`src/rtl/phase_pkg.sv`:
```
// Shared phase definitions: 2-bit Gray phase codes used by the phase decoder and phase_cycler.
package phase_pkg;

  typedef logic [1:0] phase_t;

  localparam phase_t PH_0   = 2'b11;
  localparam phase_t PH_90  = 2'b10;
  localparam phase_t PH_180 = 2'b00;
  localparam phase_t PH_270 = 2'b01;

endpackage

```
`src/rtl/iq_rotator.sv`:
```
// Second sample stage: rotates registered I/Q by a Gray-coded quarter-turn.
// Macro PHASE_CYCLER_SAT_EN selects saturating negation instead of wrapping negation.
module iq_rotator
  import phase_pkg::*;
#(
  parameter int DW = 16
) (
  input  logic                 clk,
  input  logic                 rst_n,
  input  logic                 vld_p1,
  input  logic signed [DW-1:0] i_p1,
  input  logic signed [DW-1:0] q_p1,
  input  logic [1:0]           ph_p1,
  output logic                 vld_p2,
  output logic signed [DW-1:0] i_p2,
  output logic signed [DW-1:0] q_p2
);

  localparam logic signed [DW-1:0] S_MIN = {1'b1, {(DW-1){1'b0}}};
  localparam logic signed [DW-1:0] S_MAX = {1'b0, {(DW-1){1'b1}}};

  function automatic logic signed [DW-1:0] neg(input logic signed [DW-1:0] x);
`ifdef PHASE_CYCLER_SAT_EN
    // -MIN is not representable; clamp to the largest positive value
    if (x == S_MIN) return S_MAX;
    return -x;
`else
    return -x;
`endif
  endfunction

  logic signed [DW-1:0] i_rot;
  logic signed [DW-1:0] q_rot;

  always_comb begin
    i_rot = i_p1;
    q_rot = q_p1;
    case (phase_t'(ph_p1))
      PH_90: begin
        i_rot = neg(q_p1);
        q_rot = i_p1;
      end
      PH_180: begin
        i_rot = neg(i_p1);
        q_rot = neg(q_p1);
      end
      PH_270: begin
        i_rot = q_p1;
        q_rot = neg(i_p1);
      end
      default: begin
        i_rot = i_p1;
        q_rot = q_p1;
      end
    endcase
  end

  // stage p1 -> p2: rotated result
  always_ff @(posedge clk or negedge rst_n) begin
    if (!rst_n) begin
      vld_p2 <= 1'b0;
      i_p2   <= '0;
      q_p2   <= '0;
    end else begin
      vld_p2 <= vld_p1;
      if (vld_p1) begin
        i_p2 <= i_rot;
        q_p2 <= q_rot;
      end
    end
  end

endmodule

```
`src/rtl/phase_cycler.sv`:
```
// Per-scan NMR phase cycling of the transmit I/Q stream: steps through Gray phase codes on
// scan_start and rotates samples (2-cycle latency). Optional macro: PHASE_CYCLER_SAT_EN.
module phase_cycler
  import phase_pkg::*;
#(
  parameter int N_phases = 1,
  parameter int DW       = 16
) (
  input  logic                                          clk,
  input  logic                                          rst_n,
  input  logic [2*N_phases-1:0]                         phase_binary,
  input  logic                                          scan_start,
  input  logic                                          clear,
  input  logic                                          in_valid,
  input  logic signed [DW-1:0]                          i_in,
  input  logic signed [DW-1:0]                          q_in,
  output logic                                          out_valid,
  output logic signed [DW-1:0]                          i_out,
  output logic signed [DW-1:0]                          q_out,
  output logic [1:0]                                    phase_cur,
  output logic [((N_phases > 1) ? $clog2(N_phases) : 1)-1:0] step_idx,
  output logic                                          cycle_wrap
);

  localparam int STEP_W = (N_phases > 1) ? $clog2(N_phases) : 1;
  localparam logic [STEP_W-1:0] STEP_LAST  = STEP_W'(N_phases - 1);
  localparam logic [STEP_W-1:0] STEP_AFTER0 = STEP_W'((N_phases > 1) ? 1 : 0);

  phase_t step_code;

  always_comb begin
    step_code = phase_binary[1:0];
    for (int k = 0; k < N_phases; k++) begin
      if (step_idx == STEP_W'(k)) step_code = phase_binary[2*k +: 2];
    end
  end

  always_ff @(posedge clk or negedge rst_n) begin
    if (!rst_n) begin
      phase_cur  <= PH_0;
      step_idx   <= '0;
      cycle_wrap <= 1'b0;
    end else begin
      cycle_wrap <= 1'b0;
      if (clear && scan_start) begin
        phase_cur <= phase_binary[1:0];
        step_idx  <= STEP_AFTER0;
      end else if (clear) begin
        phase_cur <= PH_0;
        step_idx  <= '0;
      end else if (scan_start) begin
        phase_cur <= step_code;
        if (step_idx == STEP_LAST) begin
          step_idx   <= '0;
          cycle_wrap <= 1'b1;
        end else begin
          step_idx <= step_idx + 1'b1;
        end
      end
    end
  end

  logic                 vld_p1;
  logic signed [DW-1:0] i_p1;
  logic signed [DW-1:0] q_p1;
  phase_t               ph_p1;

  // stage p0 -> p1: capture sample with the phase active in its own cycle
  always_ff @(posedge clk or negedge rst_n) begin
    if (!rst_n) vld_p1 <= 1'b0;
    else        vld_p1 <= in_valid;
  end

  always_ff @(posedge clk) begin
    if (in_valid) begin
      i_p1  <= i_in;
      q_p1  <= q_in;
      ph_p1 <= phase_cur;
    end
  end

  iq_rotator #(.DW(DW)) u_rot (
    .clk    (clk),
    .rst_n  (rst_n),
    .vld_p1 (vld_p1),
    .i_p1   (i_p1),
    .q_p1   (q_p1),
    .ph_p1  (ph_p1),
    .vld_p2 (out_valid),
    .i_p2   (i_out),
    .q_p2   (q_out)
  );

endmodule

```
`config.mk`:
```
export PLATFORM = sky130hd
export DESIGN_NAME = phase_cycler
export DESIGN_NICKNAME = d
export VERILOG_FILES = /design/src/rtl/phase_pkg.sv /design/src/rtl/iq_rotator.sv /design/src/rtl/phase_cycler.sv
export SDC_FILE = /design/constraint.sdc
export NUM_CORES = 1
export LEC_CHECK = 0
export ABC_CLOCK_PERIOD_IN_PS = 1800
export BUFFER_PORTS_ARGS = -buffer_cell sky130_fd_sc_hd__buf_2
export CELL_PAD_IN_SITES_DETAIL_PLACEMENT = 1
export CELL_PAD_IN_SITES_GLOBAL_PLACEMENT = 2
export CORE_ASPECT_RATIO = 0.7
export CORE_MARGIN = 4
export CORE_UTILIZATION = 31
export DETAILED_ROUTE_END_ITERATION = 12
export GPL_TIMING_DRIVEN = 1
export PLACE_DENSITY = 0.74
export SKIP_CTS_REPAIR_TIMING = 1
export SLEW_MARGIN = 15
export SYNTH_ARGS = -nofsm -noshare
export SYNTH_HDL_FRONTEND = slang
export SYNTH_SLANG_ARGS = --single-unit
```
`constraint.sdc`:
```
create_clock -name clk -period 1.8 [get_ports clk]
set_clock_uncertainty 0.2 [all_clocks]
set_input_delay 0.09 -clock clk [delete_from_list [all_inputs] [get_ports clk]]
set_output_delay 0.09 -clock clk [all_outputs]
set_load 0.02 [all_outputs]
```
==> flow_summary.ini <==
[outcome]
outcome = complete, but fails checks
violations = negative setup slack

[setup_path]
cp_slowest_stage_delay_ps = 460
endpoint = u_rot.i_p2[14]
critPathKind = flop to flop
cp_slowest_cell = edfxtp_1
worstSetupStartpoint = i_p1[0]
timing.reg2reg.worst_path_depth = 7
cp_max_fo = 5
cp-end-kind = flop
r2r_start = i_p1[0]
arrival_ps = 2250
start_kind = flop
path_cells = inv_1 -> ha_4 -> nor3b_4 -> nand4_1 -> xor2_1 -> a221oi_2 -> o2bb2ai_1
required_ps = 1830
rrSetupSlack_ps = -430
rr_endpoint = u_rot.i_p2[14]

[drt]
drtPass1Iterations = 4
vias = 3864
post-route-drc-count = 0
wl_met3_um = 922
wl_met2_um = 6550
post_drt_wl_per_cell_um = 19.6
routed_via_density = 5.24
maxUsedRoutingLayer = met4
wl_met1_um = 6850
antenna_left = 0
routed_wirelength_um = 14500
drt_iter0_markers = 255

[floorplan]
start_util = 0.317
pin_count = 76
die_w_um = 142
die-area_um2 = 14500
rows = 34
core_area_um2 = 12400
chipHeight_um = 102

[pwr]
switching_share = 0.317
powerDensity_nw_per_um2 = 862
switchingPower_mw = 1.65
clkPwrFrac = 0.349
p_int_mw = 3.57
combPwrFrac = 0.258
peakVddDrop_uv = 521
p_leak_nw = 2.50
total_power_mw = 5.22
p_seq_frac = 0.393

[flow_run]
maxCapViolations = 0

[global_route]
grt_pass1_vias = 3778
antenna_found_initial = 0
grt_max_degree = 37
gr-usage-all-layers = 0.193
gr-total-overflow = 0
grt_pass1_wl_um = 21300

[clock_network]
clock-root-buffer = clkbuf_16
clkSlewWorstSetupHoldPaths_ps = 60
cts.sinks = 71
cts_buffer_depth = 2
htreeDepth = 3
clock_latency_ps = 350
cts_made_buffers = 9
cts_tree = done

[placed_design]
numPortBuffers = 74
dp_hpwl_um = 10400
place_worst_setup_slack_ps = -442
globalplace.congestion = 0.902

[logic_synthesis]
avgSynthCellArea_um2 = 10.2
synth_ff_type = dfrtp_1
synth_fa_ha_area_frac = 0.00638
synth_compound_area_frac = 0.168
yosysUniqueCellTypes = 59
async_flop_share = 0.521
synth-simple-area-share = 0.199
syn-num-nets = 425
synth-edff-count = 34
synthCells = 384
synth-seq-area-share = 0.497
ys_warn_count = 0
synth-xor-area-share = 0.0514
muxShareOfSynthArea = 0.0405
ys_seq_elements = 71
synth_top_family_by_area = simple AND/OR/NAND/NOR gates
syn_area_um2 = 3920

[sta]
max_slew_margin = 0.640
finalSetupViolCount = 27
grt_setup_unrepaired = true
min_period_over_period = 1.24
period_needed_ps = 2230
worst-slew-pin-transition_ps = 539
fin_ws_ps = -427
holdWs_ps = 49.6
drv_slew = 0
final_hold_viol_count = 0
max_freq_mhz = 449

[finish]
n_fill_cell = 1393
area_growth_pct = 54.5
finish.net_count = 611
antenna_cells = 0
drive_gt1_frac = 0.414

[min_path]
hold_path.class = input pin to asynchronous set/reset pin
## critical path, delay by kind of cell (launching register included)
family                   cells  cell delay [ps]
AND/OR/NAND/NOR              2              520
flip-flops                   1              460
AO/OA/AOI/OAI                2              380
XOR/XNOR                     1              210
adder cells (fa/ha/maj)      1              170
buffers and inverters        1              160
## final cells by class
| cell class | count | area (um^2) | area share |
|---|---|---|---|
| Clock buffer | 9 | 225 | 0.0372 |
| Clock inverter | 7 | 72.6 | 0.0120 |
| Inverter | 10 | 37.5 | 0.00619 |
| Multi-Input combinational cell | 278 | 2100 | 0.347 |
| Sequential cell | 71 | 1950 | 0.322 |
| Tap cell | 162 | 203 | 0.0335 |
| Timing Repair Buffer | 200 | 1470 | 0.242 |
## metrics by stage
| stage | utilization | area, um^2 | cells | setup TNS [ps] |
|---|---|---|---|---|
| finish | 0.489 | 6060 | 737 | -7870 |
| global route | 0.489 | 6060 | 737 | -10230 |
| CTS | 0.429 | 5310 | 687 | -8420 |
| detailed placement | 0.405 | 5020 | 671 | -7870 |
| global placement | 0.405 | 5020 | 671 | -6300 |
| floorplan | - | 3940 | 384 | -2080 |
## cell families (layout without fill, tap and decap cells)
family / count (synthesis) / in the layout
other cells: 1 / 1
xor+xnor: 23 / 23
fa+ha+maj: 2 / 2
flops: 71 / 71
mux: 12 / 12
simple gates: 143 / 143
compound gates: 97 / 97
buf+inv: 35 / 226
## power by group through the flow
| stage | registers [mW] | clock network (mW) | logic [mW] |
|---|---|---|---|
| finish | 2.05 | 1.82 | 1.35 |
| global route | 2.08 | 1.93 | 1.45 |
| global placement | 2.08 | 0 | 1.12 |
| CTS | 2.05 | 1.88 | 1.16 |
| floorplan | 2.22 | 0 | 0.446 |
| detailed placement | 2.08 | 0 | 1.15 |
## cells in the mapped netlist (8+ instances only)
cell	count	area [um^2]
nor2_1	52	195
dfrtp_1	35	876
nand3_1	9	45.0
nand2_1	35	131
a221oi_1	8	70.1
mux2i_1	8	80.1
xor2_1	14	123
xnor2_1	9	78.8
a21oi_1	26	130
inv_1	9	33.8
edfxtp_1	34	1020
o21ai_0	20	100
clkbuf_1	17	63.8
## state kept, by name (all words and copies together), names as in the netlist
register	count
phase_cur	2
cycle_wrap	1
q_p1	16
i_p1	16
u_rot.q_p2	16
u_rot.i_p2	16
u_rot.vld_p2	1
vld_p1	1
ph_p1	2
## how the worst min path moves through the flow
stage,cells past startpoint,start,slack [ps],end
6_report,2,rst_n,50,u_rot.i_p2[1]
5_1_grt,2,rst_n,90,u_rot.i_p2[1]
4_1_cts,1,rst_n,-480,u_rot.q_p2[1]
3_5_place_dp,1,rst_n,-110,u_rot.i_p2[1]
3_3_place_gp,1,rst_n,-100,u_rot.i_p2[1]
2_1_floorplan,0,rst_n,-410,cycle_wrap
## layer usage
metal	global-route usage	vias up
li1	-	1795
met1	0.283	1927
met2	0.290	128
met3	0.0421	14
met4	0.0548	0
met5	0	-
## layout by cell type (no fill, tap or decap), drive strengths merged, types with 8 or more instances in the layout
cell	count
a21oi	26
a221oi	9
buf	160
clkbuf	10
dfrtp	35
dlygate4sd3	39
edfxtp	34
inv	10
mux2i	8
nand2	36
nand3	9
nor2	52
nor3	10
o21ai	21
xnor2	9
xor2	14
Power figures use the tool's default switching activity.
